### config.mk
export PLATFORM = sky130hd
export DESIGN_NAME = gpio_cfg_slave
export DESIGN_NICKNAME = d
export VERILOG_FILES = /design/src/rtl/gpio_cfg_slave.sv
export SDC_FILE = /design/constraint.sdc
export NUM_CORES = 1
export LEC_CHECK = 0
export ABC_AREA = 1
export CAP_MARGIN = 20
export CORE_MARGIN = 10
export CORE_UTILIZATION = 50
export DETAILED_ROUTE_END_ITERATION = 12
export PLACE_DENSITY = 0.81
export SLEW_MARGIN = 5
export SYNTH_ARGS = -nofsm -noshare
export SYNTH_HDL_FRONTEND = slang
export SYNTH_SLANG_ARGS = --single-unit
### constraint.sdc
create_clock -name clk -period 2.4 [get_ports clk]
set_clock_uncertainty 0.15 [all_clocks]
set_input_delay 0.6 -clock clk [delete_from_list [all_inputs] [get_ports clk]]
set_output_delay 0.6 -clock clk [all_outputs]
set_load 0.03 [all_outputs]
### src/rtl/gpio_cfg_slave.sv
// rtl/gpio_cfg_slave.sv - PS GPIO config bus responder: synchronize, settle, write, read back, ack
module gpio_cfg_slave #(
   parameter int GPIO_W      = 32,
   parameter int ADDR_W      = 16,
   parameter int DATA_W      = 8,
   parameter int WCLK_BIT    = 24,
   parameter int SYNC_STAGES = 2,
   parameter int SETTLE      = 2
) (
   input  logic              clk,
   input  logic              rst,
   input  logic [GPIO_W-1:0] gpio_in,
   output logic [GPIO_W-1:0] gpio_out,
   output logic              wr_en,
   output logic [ADDR_W-1:0] wr_addr,
   output logic [DATA_W-1:0] wr_data,
   output logic              rd_en,
   output logic [ADDR_W-1:0] rd_addr,
   input  logic [DATA_W-1:0] rd_data,
   output logic              busy,
   output logic              overrun,
   output logic [15:0]       txn_count
);
   localparam int DATA_LSB = 16;
   localparam int CNT_W = $clog2(SETTLE + 1);
   localparam logic [CNT_W-1:0] SETTLE_CNT = CNT_W'(SETTLE);

   typedef enum logic [2:0] {
      ST_IDLE,
      ST_SETTLE,
      ST_WRITE,
      ST_READ,
      ST_CAPT,
      ST_DONE
   } state_t;

   logic [GPIO_W-1:0] sync_q [SYNC_STAGES];
   logic              strobe_q;
   state_t            state_q;
   logic [ADDR_W-1:0] shadow_addr_q;
   logic [DATA_W-1:0] shadow_data_q;
   logic [ADDR_W-1:0] wr_addr_q;
   logic [DATA_W-1:0] wr_data_q;
   logic [CNT_W-1:0]  cnt_q;
   logic [CNT_W-1:0]  cnt_d;
   logic [GPIO_W-1:0] gpio_q;
   logic              wr_en_q;
   logic              rd_en_q;
   logic              overrun_q;
   logic [15:0]       txn_q;
   logic [15:0]       txn_d;

   logic [ADDR_W-1:0] s_addr;
   logic [DATA_W-1:0] s_data;
   logic              s_strb;
   logic              rise;
   logic              in_flight;
   logic              same;

   assign s_addr    = sync_q[SYNC_STAGES-1][ADDR_W-1:0];
   assign s_data    = sync_q[SYNC_STAGES-1][DATA_LSB +: DATA_W];
   assign s_strb    = sync_q[SYNC_STAGES-1][WCLK_BIT];
   assign rise      = s_strb & ~strobe_q;
   assign in_flight = (state_q != ST_IDLE) && (state_q != ST_DONE);
   assign same      = (s_addr == shadow_addr_q) && (s_data == shadow_data_q);
   assign cnt_d     = cnt_q + CNT_W'(1);
   assign txn_d     = txn_q + 16'd1;

   // Whole bus goes through the chain; addr/data are only trusted after SETTLE matching samples.
   always_ff @(posedge clk or negedge rst) begin
      if (!rst) begin
         for (int i = 0; i < SYNC_STAGES; i++) sync_q[i] <= '0;
         strobe_q <= 1'b0;
      end else begin
         sync_q[0] <= gpio_in;
         for (int i = 1; i < SYNC_STAGES; i++) sync_q[i] <= sync_q[i-1];
         strobe_q <= s_strb;
      end
   end

   always_ff @(posedge clk or negedge rst) begin
      if (!rst) begin
         state_q       <= ST_IDLE;
         shadow_addr_q <= '0;
         shadow_data_q <= '0;
         wr_addr_q     <= '0;
         wr_data_q     <= '0;
         cnt_q         <= '0;
         gpio_q        <= '0;
         wr_en_q       <= 1'b0;
         rd_en_q       <= 1'b0;
         overrun_q     <= 1'b0;
         txn_q         <= '0;
      end else begin
         wr_en_q <= 1'b0;
         rd_en_q <= 1'b0;
         case (state_q)
            ST_IDLE: begin
               if (rise) begin
                  shadow_addr_q <= s_addr;
                  shadow_data_q <= s_data;
                  cnt_q         <= '0;
                  state_q       <= ST_SETTLE;
               end
            end
            ST_SETTLE: begin
               if (!s_strb) begin
                  state_q <= ST_IDLE;
               end else if (!same) begin
                  shadow_addr_q <= s_addr;
                  shadow_data_q <= s_data;
                  cnt_q         <= '0;
               end else if (cnt_d == SETTLE_CNT) begin
                  wr_addr_q <= shadow_addr_q;
                  wr_data_q <= shadow_data_q;
                  wr_en_q   <= 1'b1;
                  state_q   <= ST_WRITE;
               end else begin
                  cnt_q <= cnt_d;
               end
            end
            ST_WRITE: begin
               rd_en_q <= 1'b1;
               state_q <= ST_READ;
            end
            ST_READ: begin
               state_q <= ST_CAPT;
            end
            ST_CAPT: begin
               gpio_q                       <= '0;
               gpio_q[ADDR_W-1:0]           <= wr_addr_q;
               gpio_q[DATA_LSB +: DATA_W]   <= rd_data;
               gpio_q[WCLK_BIT]             <= 1'b1;
               txn_q                        <= txn_d;
               state_q                      <= ST_DONE;
            end
            ST_DONE: begin
               if (!s_strb) begin
                  gpio_q[WCLK_BIT] <= 1'b0;
                  state_q          <= ST_IDLE;
               end
            end
            default: state_q <= ST_IDLE;
         endcase
         // A second host edge mid-transaction is flagged but never restarts the sequence.
         if (rise && in_flight) overrun_q <= 1'b1;
      end
   end

   assign gpio_out  = gpio_q;
   assign wr_en     = wr_en_q;
   assign wr_addr   = wr_addr_q;
   assign wr_data   = wr_data_q;
   assign rd_en     = rd_en_q;
   assign rd_addr   = wr_addr_q;
   assign busy      = in_flight;
   assign overrun   = overrun_q;
   assign txn_count = txn_q;
endmodule

; Yosys cells after proc, flatten, opt, wreduce, memory -nomap -nowiden
; Cells that the tools add are included.
[op_classes]
addsub = 2
eq_ne = 16
mux = 26
n_bitwise = 2
n_reduce_logical = 12
[op_table]
columns = operator, n
row1 = $mux W16, 3
row2 = $pmux W16 S2, 1
row3 = $mux W8, 3
row4 = $pmux W3 S6, 1
row5 = $add A16 B1 Y16 const B, 1
row6 = $eq A16 B16 Y1, 1
row7 = $pmux W8 S2, 1
row8 = $reduce_and A4 Y1, 4
row9 = $mux W3, 5
row10 = $ne A3 B3 Y1 const B, 4
row11 = $eq A8 B8 Y1, 1
row12 = $mux W2, 4
row13 = $ne A2 B2 Y1 const B, 4
row14 = $eq A3 B2 Y1 const B, 2
row15 = $eq A3 B3 Y1 const B, 2
row16 = $mux W1, 6
row17 = $pmux W2 S2, 1
row18 = $reduce_bool A2 Y1, 2
row19 = $eq A3 B1 Y1 const B, 1
row20 = $logic_and A1 B1 Y1, 3
row21 = $logic_not A3 Y1, 1
row22 = $reduce_bool A3 Y1, 1
row23 = $add A2 B1 Y2 const B, 1
row24 = $eq A2 B2 Y1 const B, 1
row25 = 4 further kinds, 4
[totals]
ff_bits = 148
in_bits = 42
output_inout_bits = 92
wordCells = 73

; Depth between registers and ports, before layout
[depth]
ltp_word = 6
mapped_depth = 14
ltp_nobuf = 13

; Least setup slack after synthesis
; Ideal clock, no wire load.
[synth_timing]
path_kind = reg-to-reg
from = register txn_q[0] (netlist: txn_count[0])
to = register txn_q[14] (netlist: txn_count[14])
setup_time_ns = 0.080
t_arrival_ns = 1.512
t_required_ns = 2.170
slack_ns = 0.658
stages_incl_launch_ff = 9
path_buffers = 0
synth_period_minus_slack_ns = 1.742
cell_sequence = dfrtp_1 -> ha_1 -> nand2_2 -> nor2_4 -> nand4_2 -> nor2_1 -> nand2_1 -> nor2_1 -> xor2_1
[synth_between]
elab_chain_len = 1
[synth_rtl]
columns = element, line
row1 = from (decl), 50  ; logic [15:0] txn_q;
row2 = from (signal assigned), 134  ; txn_q <= txn_d;
row3 = $add A16 B1 Y16, 67  ; assign txn_d = txn_q + 16'd1;
; Every way passes these cells.
; A chain may end at the register's enable or synchronous reset.

; Worst setup path after layout
[layout_timing]
from = register txn_q[10] (netlist: txn_count[10])
to = output port txn_count[10]
[layout_rtl]
columns = element, line
row1 = to (decl), 22  ; output logic [15:0] txn_count
; No word-level cell between the ends.

==> flow_summary.rst <==
.. list-table::
   :header-rows: 1

   * - Metric
     - Value
   * - Die W
     - 127 um
   * - Num ports
     - 134
   * - Initial antenna violation count
     - 0
   * - Final layout net count
     - 713
   * - Area growth from synthesis to final layout
     - 31.4%
   * - H-tree depth
     - 4
   * - Number of sinks on the clock net
     - 148
   * - Wirelength per Cell
     - 15.1 um
   * - Distinct cells, synth
     - 31
   * - Share of the cycle needed by the critical path after routing
     - 95.7%
   * - Weighted congestion reported at the end of routability-driven placement
     - 0.796
   * - Peak VDD IR
     - 0.655 mV
   * - Antenna-violating nets left
     - 0
   * - Buffer and inverter count on the worst path
     - 1
   * - IO buf count
     - 119
   * - Average via count per standard cell
     - 4.83
   * - GR Util All Layers
     - 16.1%
   * - Clock transition at the registers of the reported paths
     - 0.06 ns
   * - Crit end category
     - output pin
   * - Worst-path cell chain
     - clkdlybuf4s50_1
   * - Max-cap check violation count
     - 0
   * - Arrival time reported for the critical path endpoint
     - 1.55 ns
   * - Largest net degree at the start of global routing
     - 52
   * - Number of synthesized register bits
     - 148
   * - First-pass GRT wire length
     - 21,000 um
   * - Max Clk Rate
     - 0.435 GHz
   * - Maximum clock path buffer count
     - 2
   * - Total congestion overflow
     - 0
   * - Final setup violation count
     - 0
   * - Reg2Reg Setup Slack
     - 0.28 ns
   * - Slowest-stage cell, CP
     - clkdlybuf4s50_1
   * - Number of buffers inserted during clock tree synthesis
     - 17
   * - Post-Synthesis Cells
     - 555
   * - Final critical path time including I/O delays and setup
     - 2.30 ns
   * - Final-layout fill cell count
     - 850
   * - Power Total
     - 7.78 mW
   * - Die area
     - 16,200 sq um
   * - Setup TNS Final
     - 0 ns
   * - Number of cell rows
     - 39
   * - Critical Path Max Stage Delay
     - 0.71 ns
   * - Via count of the first global-routing pass
     - 4,198
   * - Max Fanout on Critical Path
     - 5
   * - Top Family by Delay on Critical Path
     - buffers and inverters
   * - Leakage Power
     - 3.67 nW
   * - Pre-CTS setup slack
     - 0.0727 ns
   * - Startpoint types
     - register
   * - Starting utilization of the core area
     - 50.7%
   * - Min setup slack post-route
     - 0.103 ns
   * - Number of synthesis warnings
     - 0
   * - Part of the Yosys area used for sequential elements
     - 64.2%
   * - Area of the placeable core
     - 11,400 sq um
   * - Worst hold margin
     - 0.193 ns
   * - Outcome
     - completed
   * - Most common flop cell mapped by yosys
     - dfrtp_1
   * - Cell area after synthesis
     - 5770 sq um
   * - Transition time at the pin with the least slew margin
     - 0.589 ns
   * - Unrepaired setup endpoints after global routing
     - false
   * - Cell type with the highest aggregate area in the netlist
     - dfrtp_1
   * - Number of max-slew violations in the final report
     - 0
   * - Area share of the largest cell type after synthesis
     - 64.2%
   * - Relative slew margins
     - 60.7%
   * - Placed cells
     - 792
   * - Hold Path Class
     - register to register
   * - Total power divided by cell area
     - 1030 nW/um^2
   * - Total Wirelength
     - 12,400 um
   * - Largest cells by area after synthesis
     - dfrtp_1 64%, nand2_1 12%, xnor2_1 3.0%, buf_4 3.0%, inv_1 2.3%
   * - Mapped Avg Cell Area
     - 10.4 sq um
   * - Inserted Diodes
     - 0
   * - Root buf cell
     - clkbuf_16
   * - Count of TritonRoute iterations in the first routing pass
     - 4
   * - Async set-or-reset flop fraction in the synthesized netlist
     - 100%
   * - Violation count after the first detailed-routing iteration
     - 286
   * - Vertical extent of the die
     - 127 um
   * - Post-detail-place hpwl
     - 8990 um
   * - Fin. Hold Viols
     - 0
   * - Count of flip-flops with a built-in enable after synthesis
     - 0
   * - DR vias
     - 3,978
   * - Clock latency on the worst-skew pair
     - 0.41 ns
   * - Number of DRC violations after detailed routing
     - 0
   * - Share of cells above drive strength 1
     - 10.4%
   * - Number of non-filler instances in the completed layout
     - 824
   * - Critical path class
     - register to output pin
   * - Critical path data required time
     - 1.65 ns
   * - Clock tree from TritonCTS
     - yes
## logic make-up after synthesis
| kind of cell | share of synthesized area (%) |
|---|---|
| flip-flops | 64.2 |
| XOR/XNOR | 5.01 |
| adder cells (fa/ha/maj) | 0.434 |
| buffers and inverters | 7.68 |
| AO/OA/AOI/OAI | 3.34 |
| other | 0.0650 |
| AND/OR/NAND/NOR | 19.2 |
## worst reg2reg max path, stage by stage (launching register included)
cell and delay (ns):
dfrtp_1 0.42, xnor2_1 0.17, nand2_1 0.08, nor2_1 0.13
nand2_1 0.09, nor2_2 0.17, nand3_2 0.13, inv_2 0.09
nand2_4 0.17, inv_6 0.24, nand2_1 0.10, o21ai_0 0.10
## synthesized netlist by cell type (2+ instances only)
master and number:
nand2_1 186, dfrtp_1 148, inv_1 36, buf_4 23, nand3_1 22, o21ai_0 20, xnor2_1 20, nor2_1 17
o21ai_1 13, xor2_1 13, nand2_2 12, buf_6 6, buf_2 5, inv_2 5, clkbuf_1 4, nand2_4 3
nand4_1 3, nor2_4 3, ha_1 2, nor2_2 2, nor3_1 2
## report_power, final
group / leakage (nW) / switching [mW] / internal (mW)
combinational: 1.51 / 1.24 / 0.701
clock: 0.273 / 0.982 / 1.65
sequential: 1.88 / 0.329 / 2.88
## final cells by class
type	instances	area (sq um)	area share [%]
repair buffers	127	1280	16.9
well taps	143	179	2.36
flip-flops and latches	148	3700	48.9
inverters	42	163	2.15
multi-input cells	333	1650	21.8
clock buffers	19	443	5.84
clock inverters	12	158	2.08
## final timing paths
check	start	endpoint	depth (start not counted)
max	txn_count[10]$_DFFE_PN0P_	txn_count[10]	1
min	sync_q[43]$_DFF_PN0_	s_addr[11]$_DFF_PN0_	0
max reg2reg	shadow_addr_q[4]$_DFFE_PN0P_	rd_addr[8]$_DFFE_PN0P_	11
min reg2reg	sync_q[43]$_DFF_PN0_	s_addr[11]$_DFF_PN0_	0
max in group asynchronous	rst	gpio_out[22]$_DFFE_PN0P_	3
min in group asynchronous	rst	gpio_out[23]$_DFFE_PN0P_	2
## per-layer routing
metal / vias to the layer above / track usage [%] / wire, um
met5: - / 0 / 0
met4: 0 / 6.16 / 187
met3: 16 / 4.96 / 750
met1: 1933 / 18.6 / 5100
met2: 114 / 27.2 / 6390
li1: 1915 / - / -
## metrics by stage
| stage | area [sq um] | util, % |
|---|---|---|
| 2_1_floorplan | 5790 | - |
| 3_3_place_gp | 6960 | 61.2 |
| 3_5_place_dp | 6960 | 61.2 |
| 4_1_cts | 7560 | 66.5 |
| 5_1_grt | 7580 | 66.7 |
| 6_report | 7580 | 66.7 |
## sequential cells by signal, summed over array words and instances (netlist names), 2 cells and up
signal         cells
gpio_out          25
sync_q            25
rd_addr           16
s_addr            16
shadow_addr_q     16
txn_count         16
s_data             8
shadow_data_q      8
wr_data            8
state_q            3
cnt_q              2
## layout by cell type (no fill, tap or decap), types with 7 or more instances in the layout
cell type | netlist | routed
clkbuf_16 | 0 | 17
clkdlybuf4s50_1 | 0 | 115
conb_1 | 1 | 7
dfrtp_1 | 148 | 148
inv_1 | 36 | 35
nand2_1 | 186 | 186
nand2_2 | 12 | 12
nand3_1 | 22 | 22
nor2_1 | 17 | 16
o21ai_0 | 20 | 20
o21ai_1 | 13 | 13
xnor2_1 | 20 | 20
xor2_1 | 13 | 13
## what timing repair did
action / 4_1_cts / 5_1_grt
resized for setup: 5 / 5
setup endpoints to repair: 1 / 7
hold endpoints to repair: 16 / 0
hold buffers: 1 / 0
setup buffers: 0 / 0
Note: power is estimated with default switching activity, not from simulation.
